**config.mk**
```make
export PLATFORM = sky130hd
export DESIGN_NAME = video_dither
export DESIGN_NICKNAME = d
export VERILOG_FILES = /design/src/rtl/video_dither_pkg.sv /design/src/rtl/video_dither_channel.sv /design/src/rtl/video_dither.sv
export SDC_FILE = /design/constraint.sdc
export NUM_CORES = 1
export LEC_CHECK = 0
export CAP_MARGIN = 40
export CELL_PAD_IN_SITES_DETAIL_PLACEMENT = 0
export CELL_PAD_IN_SITES_GLOBAL_PLACEMENT = 1
export CORE_MARGIN = 5
export CORE_UTILIZATION = 45
export DETAILED_ROUTE_END_ITERATION = 16
export DONT_BUFFER_PORTS = 1
export PLACE_DENSITY_LB_ADDON = 0.1
export SLEW_MARGIN = 20
export SYNTH_ARGS = -nofsm -noshare
export SYNTH_HDL_FRONTEND = slang
export SYNTH_HIERARCHICAL = 1
export SYNTH_SLANG_ARGS = --single-unit
```
**constraint.sdc**
```tcl
create_clock -name clk -period 2.4 [get_ports clk]
set_clock_uncertainty 0.05 [all_clocks]
set_input_delay 0.36 -clock clk [delete_from_list [all_inputs] [get_ports clk]]
set_output_delay 0.36 -clock clk [all_outputs]
set_load 0.005 [all_outputs]
```
**src/rtl/video_dither_pkg.sv**
```systemverilog
// Shared types, the 4x4 ordered-dither matrix and offset scaling for video_dither.
package video_dither_pkg;

    // Signed dither offset; wide enough for the scaled range -8..+6.
    typedef logic signed [3:0] dither_ofs_t;

    // Console GPU ordered-dither matrix, indexed [row y][column x].
    localparam dither_ofs_t DITHER_MATRIX [0:3][0:3] = '{
        '{-4'sd4,  4'sd0, -4'sd3,  4'sd1},
        '{ 4'sd2, -4'sd2,  4'sd3, -4'sd1},
        '{-4'sd3,  4'sd1, -4'sd4,  4'sd0},
        '{ 4'sd3, -4'sd1,  4'sd2, -4'sd2}
    };

    // The matrix is tuned for 5-bit output; other depths rescale the step size.
    function automatic dither_ofs_t scale_ofs(input dither_ofs_t ofs, input int out_bits);
        dither_ofs_t scaled;
        case (out_bits)
            4:       scaled = ofs <<< 1;
            6:       scaled = ofs >>> 1;
            7:       scaled = ofs >>> 2;
            default: scaled = ofs;
        endcase
        return scaled;
    endfunction

endpackage

```
**src/rtl/video_dither_channel.sv**
```systemverilog
// One colour channel of the output stage: add offset, clamp, quantize, re-expand.
module dither_channel
    import video_dither_pkg::*;
#(
    parameter int OUT_BITS = 5
) (
    input  logic        clk,
    input  logic        reset_n,
    input  logic        ce_pixel,
    input  logic [7:0]  color,
    input  dither_ofs_t offset,
    input  logic        en,
    output logic [7:0]  color_out
);

    localparam int REP_BITS = 8 - OUT_BITS;

    logic signed [9:0]   sum;
    logic [7:0]          clamped;
    logic [OUT_BITS-1:0] q;
    logic [7:0]          color_out_d;
    logic [7:0]          color_out_q;

    // Dither, saturate to 0..255, truncate to OUT_BITS and replicate the MSBs into the LSBs.
    always_comb begin
        sum = $signed({2'b00, color}) + $signed({{6{offset[3]}}, offset});
        if (sum[9]) begin
            clamped = 8'h00;
        end else if (sum[8]) begin
            clamped = 8'hFF;
        end else begin
            clamped = sum[7:0];
        end
        q = OUT_BITS'(clamped >> REP_BITS);
        color_out_d = color_out_q;
        if (ce_pixel) begin
            color_out_d = en ? {q, q[OUT_BITS-1 -: REP_BITS]} : color;
        end
    end

    // Output register.
    always_ff @(posedge clk or negedge reset_n) begin
        if (!reset_n) begin
            color_out_q <= 8'h00;
        end else begin
            color_out_q <= color_out_d;
        end
    end

    assign color_out = color_out_q;

endmodule

```
**src/rtl/video_dither.sv**
```systemverilog
// Ordered-dither quantizer for the video output path with matched sync delay.
//
// Stream qualifier: ce_pixel marks a pixel transfer. A pixel and its blank/sync
// flags are taken on every rising clk edge where ce_pixel=1; with ce_pixel=0
// every register (counters, both pipeline stages) holds. There is no
// backpressure. Each pixel appears on the outputs exactly two ce_pixel cycles
// after it was taken. OUT_BITS must lie in 4..7.
module video_dither
    import video_dither_pkg::*;
#(
    parameter int OUT_BITS = 5
) (
    input  logic       clk,
    input  logic       reset_n,
    input  logic       ce_pixel,
    input  logic       enable,
    input  logic       hblank,
    input  logic       vblank,
    input  logic       hsync,
    input  logic       vsync,
    input  logic [7:0] red,
    input  logic [7:0] green,
    input  logic [7:0] blue,
    output logic       hblank_out,
    output logic       vblank_out,
    output logic       hsync_out,
    output logic       vsync_out,
    output logic [7:0] red_out,
    output logic [7:0] green_out,
    output logic [7:0] blue_out
);

    // Matrix position counters and line-edge detector.
    logic [1:0]  x_cnt_d, x_cnt_q;
    logic [1:0]  y_cnt_d, y_cnt_q;
    logic        prev_hblank_d, prev_hblank_q;

    // Stage 1: sampled pixel, its offset and the effective enable.
    logic [7:0]  s1_red_d, s1_red_q;
    logic [7:0]  s1_green_d, s1_green_q;
    logic [7:0]  s1_blue_d, s1_blue_q;
    dither_ofs_t s1_ofs_d, s1_ofs_q;
    logic        s1_en_d, s1_en_q;

    // Blank/sync pipeline, packed as {hblank, vblank, hsync, vsync}.
    logic [3:0]  s1_sync_d, s1_sync_q;
    logic [3:0]  sync_out_d, sync_out_q;

    // Column counter restarts every line; row counter advances on each hblank rising edge.
    always_comb begin
        x_cnt_d       = x_cnt_q;
        y_cnt_d       = y_cnt_q;
        prev_hblank_d = prev_hblank_q;
        if (ce_pixel) begin
            x_cnt_d       = hblank ? 2'd0 : x_cnt_q + 2'd1;
            prev_hblank_d = hblank;
            if (vblank) begin
                y_cnt_d = 2'd0;
            end else if (hblank && !prev_hblank_q) begin
                y_cnt_d = y_cnt_q + 2'd1;
            end
        end
    end

    // Stage 1 capture; the offset uses the counter values before this pixel's update.
    always_comb begin
        s1_red_d   = s1_red_q;
        s1_green_d = s1_green_q;
        s1_blue_d  = s1_blue_q;
        s1_ofs_d   = s1_ofs_q;
        s1_en_d    = s1_en_q;
        s1_sync_d  = s1_sync_q;
        sync_out_d = sync_out_q;
        if (ce_pixel) begin
            s1_red_d   = red;
            s1_green_d = green;
            s1_blue_d  = blue;
            s1_ofs_d   = scale_ofs(DITHER_MATRIX[y_cnt_q][x_cnt_q], OUT_BITS);
            s1_en_d    = enable & ~hblank & ~vblank;
            s1_sync_d  = {hblank, vblank, hsync, vsync};
            sync_out_d = s1_sync_q;
        end
    end

    // State registers for counters, stage 1 and the sync delay line.
    always_ff @(posedge clk or negedge reset_n) begin
        if (!reset_n) begin
            x_cnt_q       <= 2'd0;
            y_cnt_q       <= 2'd0;
            prev_hblank_q <= 1'b0;
            s1_red_q      <= 8'h00;
            s1_green_q    <= 8'h00;
            s1_blue_q     <= 8'h00;
            s1_ofs_q      <= '0;
            s1_en_q       <= 1'b0;
            s1_sync_q     <= 4'h0;
            sync_out_q    <= 4'h0;
        end else begin
            x_cnt_q       <= x_cnt_d;
            y_cnt_q       <= y_cnt_d;
            prev_hblank_q <= prev_hblank_d;
            s1_red_q      <= s1_red_d;
            s1_green_q    <= s1_green_d;
            s1_blue_q     <= s1_blue_d;
            s1_ofs_q      <= s1_ofs_d;
            s1_en_q       <= s1_en_d;
            s1_sync_q     <= s1_sync_d;
            sync_out_q    <= sync_out_d;
        end
    end

    assign {hblank_out, vblank_out, hsync_out, vsync_out} = sync_out_q;

    dither_channel #(.OUT_BITS(OUT_BITS)) u_red (
        .clk       (clk),
        .reset_n   (reset_n),
        .ce_pixel  (ce_pixel),
        .color     (s1_red_q),
        .offset    (s1_ofs_q),
        .en        (s1_en_q),
        .color_out (red_out)
    );

    dither_channel #(.OUT_BITS(OUT_BITS)) u_green (
        .clk       (clk),
        .reset_n   (reset_n),
        .ce_pixel  (ce_pixel),
        .color     (s1_green_q),
        .offset    (s1_ofs_q),
        .en        (s1_en_q),
        .color_out (green_out)
    );

    dither_channel #(.OUT_BITS(OUT_BITS)) u_blue (
        .clk       (clk),
        .reset_n   (reset_n),
        .ce_pixel  (ce_pixel),
        .color     (s1_blue_q),
        .offset    (s1_ofs_q),
        .en        (s1_en_q),
        .color_out (blue_out)
    );

endmodule

```
==> results summary, run 1 <==
The cell total after placement is 596. The data arrival time of the critical path is 2.55 ns. The total die area came out at 12110 sq um. The post-synthesis cell count is 441.

The number of antenna cells inserted is 0. The chip height came out at 110.1 microns. The number of placement rows came out at 36.

The total via count in the routed design came out at 3650. The min-delay analysis places its worst path in the category in -> reg. The clock reaches the later pin of the worst-skew pair after 0.35 ns.

The clock-pin slew on the worst setup and hold paths came out at 0.08 ns. The worst setup path is of the reg -> reg kind. Counting along the longest clock path gives a buffer depth of 2. STA classifies the critical path startpoint as a flip-flop.

The dominant cell by count in the synthesized netlist is sky130_fd_sc_hd__dfrtp_1. The number of DRC markers in iteration 0 is 167. The fraction of registers with async set or reset after synthesis is 100.0%. The area occupied by multi-input gates came out at 3064 sq um. The final cell count without fillers came out at 627. In the routed layout, each cell is associated on average with a via count of 5.821. The final hold violation count is 0.

The number of primary I/O pins is 60. In the global route stage, overall resource usage came out at 19.01%. After synthesis, flip-flops and latches occupy 35.55% of the total area.

For the pin with the worst max-slew slack, the measured transition is 0.4058 ns. The remaining antenna violation count came out at 0. The post-detailed-placement half-perimeter wirelength is 7929 microns. For this block, the routed nets add up to 11340 microns of wire. On the critical path the largest part of the delay comes from compound AO/OA/AOI/OAI gates. The number of buffers inserted during clock tree synthesis came out at 9. The max-slew violation count is 0. For this run, the leading register cell type out of synthesis is sky130_fd_sc_hd__dfrtp_1.

The largest driver fanout on the critical path came out at 6. The die extent in x is 110.1 microns. The flow ran to the end, and the final reports show no timing, DRC or antenna violations. The fraction of post-synthesis cell area in the top cell type by area came out at 35.55%. The initial antenna violation count came to 0. The largest individual stage delay along the critical path comes from the cell sky130_fd_sc_hd__dfrtp_4.

After detailed routing, the number of remaining DRC violations is 0. The number of nets in the synthesized netlist is 499. The number of maximum-capacitance violations is 0. The commonest cells after synthesis are 64 x sky130_fd_sc_hd__dfrtp_1, 34 x sky130_fd_sc_hd__nor2_1, 32 x sky130_fd_sc_hd__mux2_2.

The number of global-route vias before repair is 3674. Clock tree synthesis selected as its root buffer the cell sky130_fd_sc_hd__clkbuf_8. By area the synthesized netlist is led by sky130_fd_sc_hd__dfrtp_1 36%, sky130_fd_sc_hd__mux2_2 8.0%, sky130_fd_sc_hd__ha_1 7.2%.

The maximum vdd drop came out at 360.1 uV. Counting the fill cells in the layout gives 861. Routability-driven placement finished with a final weighted congestion of 0.8912.

The largest net degree at the start of global routing is 101. The average cell area after synthesis came out at 10.22 sq um. The critical path data required time came out at 2.57 ns. Setup repair after global routing could not meet its margin everywhere. The count of buffers from port buffering is 0. Of all cell types, the one taking the most synthesized area is sky130_fd_sc_hd__dfrtp_1. The synthesized design contains 0 enable-type register cells. The worst relative slew slack is 72.92%. The number of synthesized register bits came out at 64. The first detailed-routing pass ran for 4 iterations. The layout overhead on the synthesized area came out at 24.19%. The number of buffers and inverters on the critical path is 2.

The peak per-stage delay on the critical path came out at 0.53 ns. The CTS sink count is 64. TritonCTS built the clock tree. After synthesis the cells add up to 4506 sq um. Of the cells placed in the final design, the portion with a size suffix greater than 1 is 38.66%. The shortest period the worst path allows came out at 2.383 ns. The timing-limited maximum frequency came out at 419.7 MHz.

The initial cell density of the core is 46.10%. The endpoint kind of the worst setup timing path is a flip-flop. For this design the static power due to leakage is 2.229 nW. The number of warnings printed during yosys synthesis is 6.

The area of the core region is 9774 sq um. The power per cell area is 824.8 nW/um^2. The first-pass GRT wire length is 18060 microns.

The post-placement setup slack is 0.005746 ns. The total grt overflow is 0. The net total in the final layout came out at 547.

The final hold slack came out at 0.04739 ns. Traced cell by cell, the critical path runs through buf_12, ha_4, a211oi_4, nor2_4, buf_4, or3_4, a311oi_4, nand3_1. The least setup slack across all paths after layout came out at 0.01747 ns. The sequential cells in the finished layout cover a total of 1605 sq um.

The netlist uses 58 different library cells. Setup violations remaining at the end of the flow were counted as 0. The share of the clock period used by the worst path after layout is 99.27%. The number of levels the H-tree was split into came out at 3.

In the final routed layout, each cell accounts on average for 18.08 microns.
-- final cells by class --
cell class | instances | share of cell area, %
multi-input combinational | 342 | 54.76
sequential | 64 | 28.69
timing repair buffer | 57 | 9.302
tap | 133 | 2.974
clock buffer | 10 | 2.460
inverter | 15 | 1.006
clock inverter | 6 | 0.8050
-- power by group --
group / internal [W] / switching [W]
Combinational: 0.00117 / 0.00117
Sequential: 0.00124 / 0.000167
Clock: 0.000404 / 0.000465
Total: 0.00282 / 0.00180
-- state kept, by name, summed over array words and instances (netlist names) --
register,count
s1_blue_q,8
s1_green_q,8
s1_red_q,8
u_blue/color_out,8
u_green/color_out,8
u_red/color_out,8
sync_out_q,4
s1_ofs_q,3
s1_sync_q,3
x_cnt_q,2
y_cnt_q,2
prev_hblank_q,1
s1_en_q,1
-- placed cells by master, fill, tap and decap left out, types with 4 or more instances in the layout --
cell                       count
sky130_fd_sc_hd__nor4_1        4
sky130_fd_sc_hd__mux2_2       32
sky130_fd_sc_hd__and3_1        6
sky130_fd_sc_hd__nand2b_1     14
sky130_fd_sc_hd__o211ai_1      6
sky130_fd_sc_hd__a21oi_1      16
sky130_fd_sc_hd__nor3b_1       6
sky130_fd_sc_hd__buf_4        48
sky130_fd_sc_hd__ha_4         14
sky130_fd_sc_hd__buf_12        5
sky130_fd_sc_hd__nand4_1       6
sky130_fd_sc_hd__o21ai_1       6
sky130_fd_sc_hd__clkbuf_8     10
sky130_fd_sc_hd__dfrtp_1      63
sky130_fd_sc_hd__mux2i_1       4
sky130_fd_sc_hd__nor2_1       34
sky130_fd_sc_hd__o31ai_4       6
sky130_fd_sc_hd__nand2_1      17
sky130_fd_sc_hd__xor2_1        6
sky130_fd_sc_hd__xnor2_1       4
sky130_fd_sc_hd__a21oi_4       6
sky130_fd_sc_hd__or2_2         6
sky130_fd_sc_hd__ha_1         10
sky130_fd_sc_hd__nor2b_1       4
sky130_fd_sc_hd__nand3_1       9
sky130_fd_sc_hd__a221oi_2      6
sky130_fd_sc_hd__a21oi_2       4
sky130_fd_sc_hd__o21ai_0      26
sky130_fd_sc_hd__inv_1        15
-- layer usage --
metal  track usage, %  part of all wire (%)  vias up
met4            3.918                  0.65        0
li1                 -                     -     1767
met2            31.33                    49       61
met1            24.64                    45     1815
met3            5.882                   5.3        7
met5                0                     0        -
-- logic make-up after synthesis --
kind of cell    synth area share (%)
simple gates                   17.72
compound gates                 23.36
flops                          35.55
mux                            9.886
buf+inv                        4.332
fa+ha+maj                      7.220
xor+xnor                       1.944
-- timing repair --
action / 4_1_cts / 5_1_grt
pin swaps: 0 / 30
endpoints found under the hold margin: 64 / 0
buffers inserted: 0 / 14
gates resized for setup: 0 / 60
endpoints found under the setup margin: 1 / 18
hold buffers: 2 / 0
cloned: 0 / 0
-- through the flow --
| stage | cell area, sq um | power (W) | TNS, ns | util [%] |
|---|---|---|---|---|
| 2_1_floorplan | 4507 | 0.002729 | 0 | - |
| 3_3_place_gp | 4875 | 0.003266 | 0 | 49.87 |
| 3_5_place_dp | 4875 | 0.003285 | 0 | 49.87 |
| 4_1_cts | 5095 | 0.004201 | -0.01279 | 52.12 |
| 5_1_grt | 5595 | 0.004913 | -0.4882 | 57.25 |
| 6_report | 5595 | 0.004615 | 0 | 57.25 |
-- path summary, 6_finish.rpt --
check	startpoint	endpoint	slack [ns]	cells after the start
setup reg to reg	s1_ofs_q[2]	u_red/color_out[2]	0.02	8
hold reg to reg	s1_sync_q[0]	s1_sync_q[0]	0.46	1
setup / recovery	s1_ofs_q[2]	u_red/color_out[2]	0.02	8
max in group asynchronous	reset_n	s1_ofs_q[2]	1.51	2
hold / removal	ce_pixel	u_green/color_out[5]	0.05	1
min in group asynchronous	reset_n	u_green/color_out[3]	0.50	2
No activity file was read; power rests on OpenSTA's default activity.
==> run 2, diff against run 1 <==
- CELL_PAD_IN_SITES_DETAIL_PLACEMENT: 0 -> 1
- CORE_MARGIN: 5 -> 4
==> results summary, run 2 (synthesis results as in run 1) <==
The run finished with clean final reports. The first-pass GRT wire length is 20610 microns (+14%). The number of antenna cells inserted came to 0 (unchanged). The launching point of the worst reg2reg path is s1_ofs_q[2]. The CTS sink count came out at 64 (unchanged). The timing-limited maximum frequency is 432.7 MHz (+3.1%). The net total in the final layout is 547 (unchanged).

The top cell types in the final layout, fill and taps aside, are 63 x sky130_fd_sc_hd__dfrtp_1, 54 x sky130_fd_sc_hd__buf_4, 34 x sky130_fd_sc_hd__nor2_1, 32 x sky130_fd_sc_hd__mux2_2, 26 x sky130_fd_sc_hd__o21ai_0. The switching portion of total power is 38.16% (-0.84 points). The average routed wire per standard cell was 20.35 microns (+13%). The clock-pin slew on the worst setup and hold paths was 0.08 ns (about the same). Relative to the synthesized area, the layout overhead comes to 21.08%.

The total via count in the routed design came out at 3747 (+2.7%). The critical path goes through buf_4, buf_4, ha_1, or4_4, o2111ai_2, o211ai_2, a221oi_2. The max-slew violation count is 0 (unchanged). The post-detailed-placement half-perimeter wirelength is 9259 microns (+17%). The slew of the pin with the lowest slew margin came to 0.4981 ns (+0.09227 ns).

The cell internal power dissipation was 0.002907 W (+3.3%). The utilization after layout is 55.81% (-1.4 points). The endpoint identified for the worst register-to-register timing path is u_green/color_out[5].

The number of maximum-capacitance violations came out at 0 (unchanged). The number of primary I/O pins came out at 60 (unchanged). The part of the total power dissipated in the clock network came out at 23.1% (+4.3 points). The static leakage power came out at 2.220 nW (-0.41%). The part of the total power dissipated in sequential elements was 29.6% (-0.8 points). The chip height is 108.1 microns (-1.8%). The area used by sequential logic in the layout was 1603 sq um (-0.16%). The number of levels the H-tree was split into is 3 (unchanged).

The power per cell area came out at 861.8 nW/um^2 (+4.5%). The remaining antenna violation count is 0 (unchanged). The depth of the worst register-to-register path is 7 (-1). The number of buffers inserted during clock tree synthesis is 9 (unchanged).

The largest net degree at the start of global routing came out at 101 (unchanged). The critical path data required time was 2.62 ns (+0.05 ns). For hold timing, the worst endpoint is s1_en_q. The worst setup path is launched from a flip-flop. The library cell used most frequently in the layout, excluding fill and tap cells, is sky130_fd_sc_hd__dfrtp_1. The area of the core region is 9774 sq um (unchanged).

The aggregate global-route resource usage came out at 22.44% (+3.4 points). Broken down by cell family, the worst path's largest delay share belongs to simple AND/OR/NAND/NOR gates. The worst hold-check path type is in -> reg. The worst hold path begins at vblank. The number of DRC markers in iteration 0 came out at 112 (-33%).

The total grt overflow is 0 (unchanged). The number of global-route vias before repair came out at 4031 (+9.7%). The start-to-end type of the worst setup path is reg -> reg. The endpoint kind of the worst setup timing path is a flip-flop. The residual DRC count was 0 (unchanged).

The area occupied by multi-input gates came out at 2937 sq um (-4.2%). The data arrival time of the critical path came out at 2.53 ns (-0.02 ns). The maximum vdd drop came out at 394.1 uV (+9.4%).

The buffer levels on the longest clock path is 2 (unchanged). The first-pass detailed-route iteration total came to 4 (unchanged). The number of placement rows came out at 36 (unchanged). The final routed wirelength across all metal layers came out at 12760 microns (+13%). The total die area came to 11680 sq um (-3.6%). The die extent in x came out at 108.1 microns (-1.8%). The detail-routed via count per cell came to 5.976 (+2.7%). The initial antenna violation count is 0 (unchanged).

The count of buffers from port buffering came out at 0 (unchanged). The final hold slack came out at 0.05344 ns (+0.006056 ns). CTS placed an instance of sky130_fd_sc_hd__clkbuf_8 at the clock tree root.

The cell count of the worst hold path came out at 1 (unchanged). The switching power total is 0.001794 W (-0.33%). The clock network latency to the later pin of the worst-skew pair was 0.36 ns (about the same).

The largest driver fanout on the critical path came out at 6 (unchanged). The final hold violation count came out at 0 (unchanged). The share of power burned in combinational logic is 47.3% (-3.5 points).

The share of final-layout standard cells stronger than drive strength 1 came to 37.04% (-1.6 points). The share of the clock period used by the worst path after layout is 96.30% (-3.0 points). The final weighted congestion of routability-driven global placement is 0.8500 (-4.6%). The slowest stage cell on the critical path is sky130_fd_sc_hd__or4_4. The shortest period the worst path allows came out at 2.311 ns (-0.07130 ns). The register-to-register setup slack is 0.09 ns (+0.07 ns). The total of fill cells in the finished design came out at 1114 (+29%).

The peak per-stage delay on the critical path came out at 0.53 ns (about the same). The worst relative slew slack came out at 66.49% (-6.4 points). The number of failing setup endpoints in the final timing report is 0 (unchanged). TritonCTS built the clock tree.

The initial cell density of the core came out at 46.10% (unchanged). The dominant cell type by count on the critical path is sky130_fd_sc_hd__buf_4. The number of buffers and inverters on the critical path was 2 (unchanged).
==> run 2: final cells by class <==
cell class,instances,area share (%)
multi-input cells,342,53.83
well taps,133,3.050
clock buffers,10,2.523
inverters,15,1.032
repair buffers,57,8.486
flip-flops and latches,64,29.38
clock inverters,6,1.697
==> run 2: layer usage <==
layer | vias up | share of wire [%] | track usage (%)
met5 | - | 0 | 0
li1 | 1762 | - | -
met3 | 23 | 4.5 | 5.552
met4 | 0 | 1.7 | 6.673
met1 | 1889 | 44 | 28.05
met2 | 73 | 50 | 38.37
==> run 2: timing repair <==
item	4_1_cts	5_1_grt
buffers inserted	0	4
pin swaps	0	23
hold buffers	2	0
hold endpoints to repair	64	0
gates resized for setup	1	37
setup endpoints to repair	1	22
==> run 2: power by group through the flow <==
stage | registers (W) | logic (W) | clock network (W)
after floorplan | 0.00137 | 0.00135 | 0
after global placement | 0.00141 | 0.00191 | 0
after detailed placement | 0.00142 | 0.00198 | 0
after CTS | 0.00140 | 0.00203 | 0.00111
after global routing | 0.00142 | 0.00243 | 0.00116
final | 0.00139 | 0.00222 | 0.00109
==> run 2: through the flow <==
step	instance area, sq um	setup slack [ns]	cells	setup TNS (ns)	total power [W]
floorplan	4507	0.1073	441	0	0.002729
global placement	4930	0.09776	605	0	0.003324
detailed placement	4930	0.02229	605	0	0.003392
CTS	5197	0.004230	623	0	0.004534
global route	5455	-0.04599	627	-0.1371	0.005011
finish	5455	0.08877	627	0	0.004701
==> run 2: how the worst max path moves through the flow <==
stage	startpoint	end	slack, ns	cells past startpoint
after detailed placement	s1_ofs_q[2]	u_green/color_out[2]	0.02	8
after floorplan	s1_ofs_q[2]	u_blue/color_out[2]	0.11	6
final	s1_ofs_q[2]	u_green/color_out[5]	0.09	7
after global placement	s1_ofs_q[2]	u_blue/color_out[5]	0.1	7
after global routing	s1_ofs_q[2]	u_green/color_out[5]	-0.05	7
after CTS	s1_ofs_q[2]	u_blue/color_out[2]	0.004	8
==> run 2: worst reg2reg max path, cell delays in order, from the launching register on <==
cell and delay [ns]:
sky130_fd_sc_hd__dfrtp_2 0.45, sky130_fd_sc_hd__buf_4 0.18, sky130_fd_sc_hd__buf_4 0.16, sky130_fd_sc_hd__ha_1 0.31
sky130_fd_sc_hd__or4_4 0.53, sky130_fd_sc_hd__o2111ai_2 0.11, sky130_fd_sc_hd__o211ai_2 0.14, sky130_fd_sc_hd__a221oi_2 0.29
